===== config.mk =====
export PLATFORM = sky130hd
export DESIGN_NAME = serial_frame_feeder_flat
export DESIGN_NICKNAME = d
export VERILOG_FILES = /design/src/rtl/seq_link_pkg.sv /design/src/rtl/serial_frame_feeder_if.sv /design/src/rtl/serial_frame_feeder_piso_shift_reg.sv /design/src/rtl/serial_frame_feeder.sv /design/src/flat_wrapper.sv
export SDC_FILE = /design/constraint.sdc
export NUM_CORES = 1
export LEC_CHECK = 0
export ABC_AREA = 1
export CAP_MARGIN = 0
export CORE_MARGIN = 2
export CORE_UTILIZATION = 53
export CTS_CLUSTER_DIAMETER = 80
export CTS_CLUSTER_SIZE = 24
export DETAILED_ROUTE_END_ITERATION = 8
export PLACE_DENSITY = 0.79
export SYNTH_ARGS = -nofsm -noshare
export SYNTH_HDL_FRONTEND = slang
export SYNTH_HIERARCHICAL = 1
export SYNTH_SLANG_ARGS = --single-unit

===== constraint.sdc =====
create_clock -name clk -period 1.6 [get_ports clk]
set_input_delay 0.32 -clock clk [delete_from_list [all_inputs] [get_ports clk]]
set_output_delay 0.32 -clock clk [all_outputs]
set_load 0.03 [all_outputs]

===== src/rtl/seq_link_pkg.sv =====
// Shared definitions for the serial link blocks: FSM encoding, parameter bounds
// and the even-parity helper.
package seq_link_pkg;

    localparam logic [1:0] ST_IDLE  = 2'd0;
    localparam logic [1:0] ST_SHIFT = 2'd1;
    localparam logic [1:0] ST_GAP   = 2'd2;

    typedef enum logic [1:0] {
        IDLE  = ST_IDLE,
        SHIFT = ST_SHIFT,
        GAP   = ST_GAP
    } state_t;

    localparam int WIDTH_MIN = 2;
    localparam int WIDTH_MAX = 32;
    localparam int GAP_MAX   = 255;

    // Even parity over a zero-extended word: XOR of all bits.
    function automatic logic even_parity(input logic [WIDTH_MAX-1:0] bits);
        return ^bits;
    endfunction

endpackage


===== src/rtl/serial_frame_feeder_if.sv =====
// Parallel word handshake into the serial frame feeder.
interface serial_frame_feeder_if #(
    parameter int WIDTH = 8
);
    // A word transfers on the rising clk edge where data_valid && data_ready are
    // both high; the producer holds data_in and data_valid stable until then.
    logic [WIDTH-1:0] data_in;
    logic             data_valid;
    logic             data_ready;

    modport master (output data_in, output data_valid, input data_ready);
    modport slave  (input data_in, input data_valid, output data_ready);

endinterface


===== src/rtl/serial_frame_feeder_piso_shift_reg.sv =====
// Parallel-in serial-out register; the head bit is a flop output and the
// register drains to zero, so the head reads 0 once a frame is finished.
module piso_shift_reg #(
    parameter int N         = 8,
    parameter int MSB_FIRST = 1
) (
    input  logic         clk,
    input  logic         reset_n,
    input  logic         load,
    input  logic         shift_en,
    input  logic [N-1:0] load_data,
    output logic         head
);

    logic [N-1:0] q;

    always_ff @(posedge clk or negedge reset_n) begin
        if (!reset_n) begin
            q <= '0;
        end else if (load) begin
            q <= load_data;
        end else if (shift_en) begin
            q <= (MSB_FIRST != 0) ? {q[N-2:0], 1'b0} : {1'b0, q[N-1:1]};
        end
    end

    assign head = (MSB_FIRST != 0) ? q[N-1] : q[0];

endmodule


===== src/rtl/serial_frame_feeder.sv =====
// Parallel-to-serial frame feeder: accepts a word on a valid/ready handshake and
// emits it one bit per clock. Define SER_FEEDER_PARITY_EN to append an even-parity bit.
module serial_frame_feeder
    import seq_link_pkg::*;
#(
    parameter int WIDTH      = 8,
    parameter int MSB_FIRST  = 1,
    parameter int GAP_CYCLES = 0
) (
    input  logic                 clk,
    input  logic                 reset_n,
    serial_frame_feeder_if.slave link,
    output logic                 serial_out,
    output logic                 serial_valid,
    output logic                 frame_done,
    output logic                 busy,
    output state_t               fsm_state
);

`ifdef SER_FEEDER_PARITY_EN
    localparam int PARITY_BITS = 1;
`else
    localparam int PARITY_BITS = 0;
`endif
    localparam int FRAME_BITS = WIDTH + PARITY_BITS;
    localparam int CNT_W      = $clog2(WIDTH + 2);
    localparam logic [CNT_W-1:0] LAST_BIT = CNT_W'(FRAME_BITS - 1);
    localparam logic [7:0]       GAP_LAST = 8'((GAP_CYCLES > 0) ? GAP_CYCLES - 1 : 0);

    if (WIDTH < WIDTH_MIN || WIDTH > WIDTH_MAX) begin : g_bad_width
        $error("serial_frame_feeder: WIDTH out of legal range");
    end
    if (GAP_CYCLES < 0 || GAP_CYCLES > GAP_MAX) begin : g_bad_gap
        $error("serial_frame_feeder: GAP_CYCLES out of legal range");
    end

    state_t                 state, state_next;
    logic [CNT_W-1:0]       bit_cnt, bit_cnt_next;
    logic [7:0]             gap_cnt, gap_cnt_next;
    logic                   load, shift_en;
    logic [FRAME_BITS-1:0]  load_word;

    // Parity sits after the data in send order, at the tail of the shift direction.
`ifdef SER_FEEDER_PARITY_EN
    logic par;
    assign par       = even_parity(WIDTH_MAX'(link.data_in));
    assign load_word = (MSB_FIRST != 0) ? {link.data_in, par} : {par, link.data_in};
`else
    assign load_word = link.data_in;
`endif

    always_comb begin
        state_next   = state;
        bit_cnt_next = bit_cnt;
        gap_cnt_next = gap_cnt;
        load         = 1'b0;
        shift_en     = 1'b0;
        case (state)
            IDLE: begin
                if (link.data_valid) begin
                    load         = 1'b1;
                    bit_cnt_next = '0;
                    state_next   = SHIFT;
                end
            end
            SHIFT: begin
                shift_en = 1'b1;
                if (bit_cnt == LAST_BIT) begin
                    bit_cnt_next = '0;
                    state_next   = (GAP_CYCLES > 0) ? GAP : IDLE;
                end else begin
                    bit_cnt_next = bit_cnt + CNT_W'(1);
                end
            end
            GAP: begin
                if (gap_cnt == GAP_LAST) begin
                    gap_cnt_next = '0;
                    state_next   = IDLE;
                end else begin
                    gap_cnt_next = gap_cnt + 8'd1;
                end
            end
            default: begin
                state_next   = IDLE;
                bit_cnt_next = '0;
                gap_cnt_next = '0;
            end
        endcase
    end

    // Status outputs are registered from the next-state values so they line up
    // with the bit leaving the shift register.
    always_ff @(posedge clk or negedge reset_n) begin
        if (!reset_n) begin
            state        <= IDLE;
            bit_cnt      <= '0;
            gap_cnt      <= '0;
            serial_valid <= 1'b0;
            frame_done   <= 1'b0;
            busy         <= 1'b0;
        end else begin
            state        <= state_next;
            bit_cnt      <= bit_cnt_next;
            gap_cnt      <= gap_cnt_next;
            serial_valid <= (state_next == SHIFT);
            frame_done   <= (state_next == SHIFT) && (bit_cnt_next == LAST_BIT);
            busy         <= (state_next != IDLE);
        end
    end

    piso_shift_reg #(
        .N         (FRAME_BITS),
        .MSB_FIRST (MSB_FIRST)
    ) u_piso (
        .clk       (clk),
        .reset_n   (reset_n),
        .load      (load),
        .shift_en  (shift_en),
        .load_data (load_word),
        .head      (serial_out)
    );

    assign link.data_ready = (state == IDLE);
    assign fsm_state       = state;

endmodule


===== src/flat_wrapper.sv =====
// flat-port wrapper written by rule: the top's interface ports become plain ports
module serial_frame_feeder_flat import seq_link_pkg::*;
#(
    parameter int WIDTH      = 8,
    parameter int MSB_FIRST  = 1,
    parameter int GAP_CYCLES = 0
)
  (clk, reset_n, serial_out, serial_valid, frame_done, busy, fsm_state, link_data_in, link_data_valid, link_data_ready);
  serial_frame_feeder_if #(.WIDTH(WIDTH)) link_i ();
  input  logic clk;
  input  logic reset_n;
  output logic serial_out;
  output logic serial_valid;
  output logic frame_done;
  output logic busy;
  output state_t fsm_state;
  input wire logic [$bits(link_i.data_in)-1:0] link_data_in;
  input wire logic [$bits(link_i.data_valid)-1:0] link_data_valid;
  output wire logic [$bits(link_i.data_ready)-1:0] link_data_ready;
  assign link_i.data_in = link_data_in;
  assign link_i.data_valid = link_data_valid;
  assign link_data_ready = link_i.data_ready;
  serial_frame_feeder #(.WIDTH(WIDTH), .MSB_FIRST(MSB_FIRST), .GAP_CYCLES(GAP_CYCLES)) u_core (.clk(clk), .reset_n(reset_n), .link(link_i), .serial_out(serial_out), .serial_valid(serial_valid), .frame_done(frame_done), .busy(busy), .fsm_state(fsm_state));
endmodule

# Word-level counts from Yosys, hierarchy flattened
# Cells that the tools add are included.
classes:
  addsub: 2
  eq_ne: 5
  mux: 14
  reduce_logical: 6
ops:
  columns: ["cell", "count"]
  rows:
  - ["two-way mux 8 bit", 3]
  - ["one-hot mux 8 bit (2 select lines)", 1]
  - ["one-hot mux 4 bit (3 select lines)", 1]
  - ["adder 8 x 1 -> 8 bit, second input constant", 1]
  - ["equality test 4 x 3 -> 1 bit, second input constant", 2]
  - ["zero test 8 bit", 1]
  - ["two-way mux 4 bit", 2]
  - ["two-way mux 2 bit", 3]
  - ["one-hot mux 2 bit (3 select lines)", 1]
  - ["adder 4 x 1 -> 4 bit, second input constant", 1]
  - ["equality test 2 x 1 -> 1 bit, second input constant", 2]
  - ["nonzero test 2 bit", 2]
  - ["two-way mux 1 bit", 3]
  - ["equality test 2 bit, second input constant", 1]
  - ["zero test 2 bit", 1]
  - ["OR reduction 2 bit", 1]
  - ["logical AND 1 bit", 1]
word_totals:
  regBits: 25
  output_inout_bits: 7
  word_cells: 34

# Logic depth before layout (Yosys ltp)
logic_depth:
  ltp_word: 5
  mapped_depth: 8
  depth_no_buf: 8

# Hierarchy
# Netlist, hierarchy kept.
by_module_without_submodules:
  columns: ["module", "n_inst", "cells_per_inst", "area_each_um2", "seq_area_each_um2"]
  rows:
  - ["serial_frame_feeder", 1, 110, 894.6, 425.4]
  - ["piso_shift_reg", 1, 43, 376.6, 200.2]

# Worst setup path before layout
# No wires, ideal clock.
synth_timing:
  path_type: "register -> register"
  start: "reg u_core.state[0] (netlist: u_core/fsm_state[0])"
  end: "reg u_core.u_piso.q[7]"
  arrival_ns: 1.538
  required_time_ns: 1.475
  slack_ns: -0.062
  stages_incl_launch_ff: 8
  synth_period_minus_slack_ns: 1.662
  path_cell_list: "dfrtp_1 > nor2_2 > nand2_1 > inv_1 > buf_6 > inv_2 > nand3_1 > nand3_1"
synth_via:
  elab_chain_len: 3
synth_lines:
  columns: ["element", "line", "rtl"]
  rows:
  - ["from (decl)", "serial_frame_feeder.sv:37", "state_t state, state_next;"]
  - ["from (signal assigned)", "serial_frame_feeder.sv:102", "state <= state_next;"]
  - ["zero test 2 bit *", null, null]
  - ["net link_data_ready", "flat_wrapper.sv:19", "output wire logic [$bits(link_i.data_ready)-1:0] link_data_ready;"]
  - ["two-way mux 1 bit *", "serial_frame_feeder.sv:58", "case (state)"]
  - ["net u_core.load", "serial_frame_feeder.sv:40", "logic load, shift_en;"]
  - ["two-way mux 8 bit / nonzero test 2 bit (equally long branches)", null, null]
  - ["to (signal assigned)", "serial_frame_feeder_piso_shift_reg.sv:21", "q <= load_data;"]
  - ["to (signal assigned)", "serial_frame_feeder_piso_shift_reg.sv:23", "q <= (MSB_FIRST != 0) ? {q[N-2:0], 1'b0} : {1'b0, q[N-1:1]};"]
  - ["to (decl)", "serial_frame_feeder_piso_shift_reg.sv:15", "logic [N-1:0] q;"]
# The timed path passes the listed nets; every way through them passes the cells marked *.
# A chain may end at the register's enable or synchronous reset.

# Worst setup path after layout
layout_timing:
  start: "reg u_core.state[0] (netlist: u_core/fsm_state[0])"
  end: "out link_data_ready"
layout_via:
  elab_chain_len: 1
layout_lines:
  columns: ["element", "line", "rtl"]
  rows:
  - ["zero test 2 bit", "serial_frame_feeder.sv:123", "assign link.data_ready = (state == IDLE);"]
  - ["to (decl)", "flat_wrapper.sv:19", null]
# No other way between the ends.

==> summary.md <==
| Metric | Value |
|---|---|
| Status | `finished, final reports clean` |
| Largest net degree at the start of global routing | `26` |
| Peak VDD IR | `between 1 and 1.5 mV` |
| WL final | `approximately 2500 um` |
| Total power | `roughly 2.1 mW` |
| Final-report setup violation count | `0` |
| Worst Path Required | `1.28 ns` |
| LEAKAGE | `0.7520 nW` |
| Total Routing Usage GR | `a little over a fifth` |
| Hold Vio Cnt, Final | `0` |
| Full die area | `~2800 um^2` |
| Area leader, netlist | `dfrtp_1` |
| Routed vias | `~1,100` |
| Syn-to-layout area delta | `19.49%` |
| Max H-tree Level | `1` |
| Clk slew on worst S/H paths | `0.13 ns` |
| Max-slew violation count | `0` |
| Tmin final | `1.506 ns` |
| Post-Syn Area per Cell | `between 8 and 9 um^2` |
| Fill cells | `about 190` |
| Clk sinks | `25` |
| Worst Hold Class | `input pin to async pin` |
| Worst Skew | `~0.0012 ns` |
| Antenna Nets Post-Route | `0` |
| PortBufs | `17` |
| Tcrit/Tclk final | `between 90% and 100%` |
| Initial core utilization | `between 50 and 60%` |
| Post-DP HPWL | `~1900 um` |
| Initial DRT Pass Iterations | `4` |
| Die height | `approximately 53 um` |
| Rel. slew slack | `78.38%` |
| CP Class | `register to primary output` |
| Max-Cap Viols | `0` |
| Tightest Pin Transition | `0.3242 ns` |
| Post-synth EDFFs | `0` |
| Async set-or-reset flop fraction in the synthesized netlist | `100.0%` |
| GP Congestion | `approximately 0.77` |
| CP startpoint kind | `register` |
| Pwr dens | `around 1400 nW/um^2` |
| Critical Path Fanout Max | `6` |
| Fmax | `~660 MHz` |
| Remaining Overflow, GRT | `0` |
| RSZ-0062 raised after global routing | `no` |
| Synth top area share | `49.21%` |
| Sequential fraction of the synthesis area | `a little under 50%` |
| DRC violation count after routing | `0` |
| Cells after synthesis | `153` |
| Final nets | `about 190` |
| CTS buffer count | `3` |
| DR WL/cell | `roughly 12 um` |
| Cell Area, Synth | `1271 um^2` |
| Data arrival, critical path | `~1.2 ns` |
| Largest cells by area after synthesis | `dfrtp_1 49%, nand3_1 12%, nand2_1 12%` |
| Vias in the first global route | `about 1,000` |
| Synth Net Count | `approximately 170` |
| Share of post-route cells with drive strength above 1 | `14.12%` |
| First-pass GRT wire length | `between 4000 and 5000 um` |
| Post-DP Area | `about 1500 um^2` |
| Sum of negative setup slack | `0 ns` |
| Fin Hold WS | `about 0.36 ns` |
| N_diodes | `0` |
| Commonest cells in the netlist | `39 x nand2_1, 30 x nand3_1, 25 x dfrtp_1` |
| Crit end category | `primary output` |
| Top-count cell post-synth | `nand2_1` |
| CTS Buffer Depth | `2` |
| CTS Hold Buffers Added | `0` |
| Yosys warns | `6` |
| Starting DRT DRC Count | `15` |
| Initial antenna violation count | `0` |
| Post-synth cell types | `22` |
| Via/cell ratio | `~5.4` |
| Post-route core utilization | `about two thirds` |
| Core Area | `around 2200 um^2` |
| Skew-Pair Late Insertion Delay | `0.30 ns` |
| Most used DFF post-synth | `dfrtp_1` |
| Chip width | `between 50 and 60 um` |
| CTS tree | `yes` |
| Fin area | `between 1500 and 2000 um^2` |
| Row cnt | `17` |
| Number of synthesized register bits | `25` |
| IO Count | `18` |
| CTS root buf | `clkbuf_4` |
==> through the flow <==
stage,setup slack (ns),instances
finish,0.09450,205
global route,0.02871,205
CTS,0.06542,205
detailed placement,0.07397,201
global placement,0.1076,201
floorplan,0.06233,153
==> logic make-up (layout without fill, tap and decap cells) <==
logic type,after synthesis,after routing,share of synthesized area [%]
xor+xnor,3,3,2.067
buf+inv,23,47,7.775
compound gates,12,12,5.315
simple gates,87,87,32.68
flops,25,25,49.21
fa+ha+maj,3,3,2.953
==> power by group <==
part	total, mW	leakage, nW	switching (mW)	internal, mW
Clock	0.274	0.0150	0.177	0.0971
Sequential	0.915	0.323	0.119	0.796
Combinational	0.882	0.414	0.552	0.330
Total	2.07	0.752	0.848	1.22
==> cell type report <==
type | instances | area [um^2] | share of cell area (%)
sequential | 25 | 626.9 | 41.27
multi-input combinational | 105 | 551.8 | 36.33
timing repair buffer | 23 | 203.9 | 13.43
inverter | 20 | 75.07 | 4.942
tap | 28 | 35.03 | 2.306
clock buffer | 4 | 26.28 | 1.730
==> registers in the layout, summed over array words and instances (netlist names) <==
signal               cells
u_core/bit_cnt           4
u_core/gap_cnt           8
u_core/frame_done        1
u_core/fsm_state         2
u_core/u_piso/q          8
u_core/busy              1
u_core/serial_valid      1
==> critical path: stages, from the launching register on <==
cell	delay, ns
dfrtp_1	0.40
buf_4	0.18
nor2_4	0.13
buf_4	0.17
==> layer usage <==
| metal | vias to the layer above | global-route usage (%) | routed length (um) |
|---|---|---|---|
| li1 | 546 | - | - |
| met1 | 526 | 25.87 | 1132 |
| met2 | 24 | 37.29 | 1269 |
| met3 | 2 | 4.237 | 97 |
| met4 | 0 | 6.410 | 16 |
| met5 | - | 0 | 0 |
==> final timing paths <==
check	depth (start not counted)	slack, ns	startpoint	endpoint
max	3	0.09	u_core/fsm_state[0]	link_data_ready
min	2	0.36	reset_n	u_core/gap_cnt[4]
max reg2reg	7	0.19	u_core/fsm_state[0]	u_core/u_piso/q[5]
min reg2reg	2	0.50	u_core/u_piso/q[7]	u_core/u_piso/q[7]
max in group asynchronous	2	0.98	reset_n	u_core/fsm_state[1]
min in group clk	2	0.50	u_core/u_piso/q[7]	u_core/u_piso/q[7]
==> placed cells by master (no fill, tap or decap) <==
cell             Yosys  layout
clkbuf_1             0       1
nor2_2               4       3
dlygate4sd2_1        0       5
ha_1                 3       3
a21oi_1              1       1
a21oi_2              1       1
nand4_1              2       2
nor3_1               1       1
inv_2                4       4
xnor2_1              1       1
o22ai_1              3       3
nand3_1             30      30
dfrtp_2              0       1
nor2_4               0       1
inv_1               16      16
clkbuf_4             0       3
o21ai_0              6       6
nor2_8               1       1
nand2_1             39      39
nand3_2              3       3
dfrtp_1             25      24
buf_4                1       8
clkdlybuf4s50_1      0      10
xor2_1               2       2
o21ai_1              1       1
nor2_1               7       7
==> what timing repair did <==
action                                  4_1_cts  5_1_grt
pin swaps                                     0        0
endpoints found under the hold margin         0        0
buffers inserted                              0        0
endpoints found under the setup margin        5        1
resized for setup                             5        1
No activity file was read; power rests on OpenSTA's default activity.
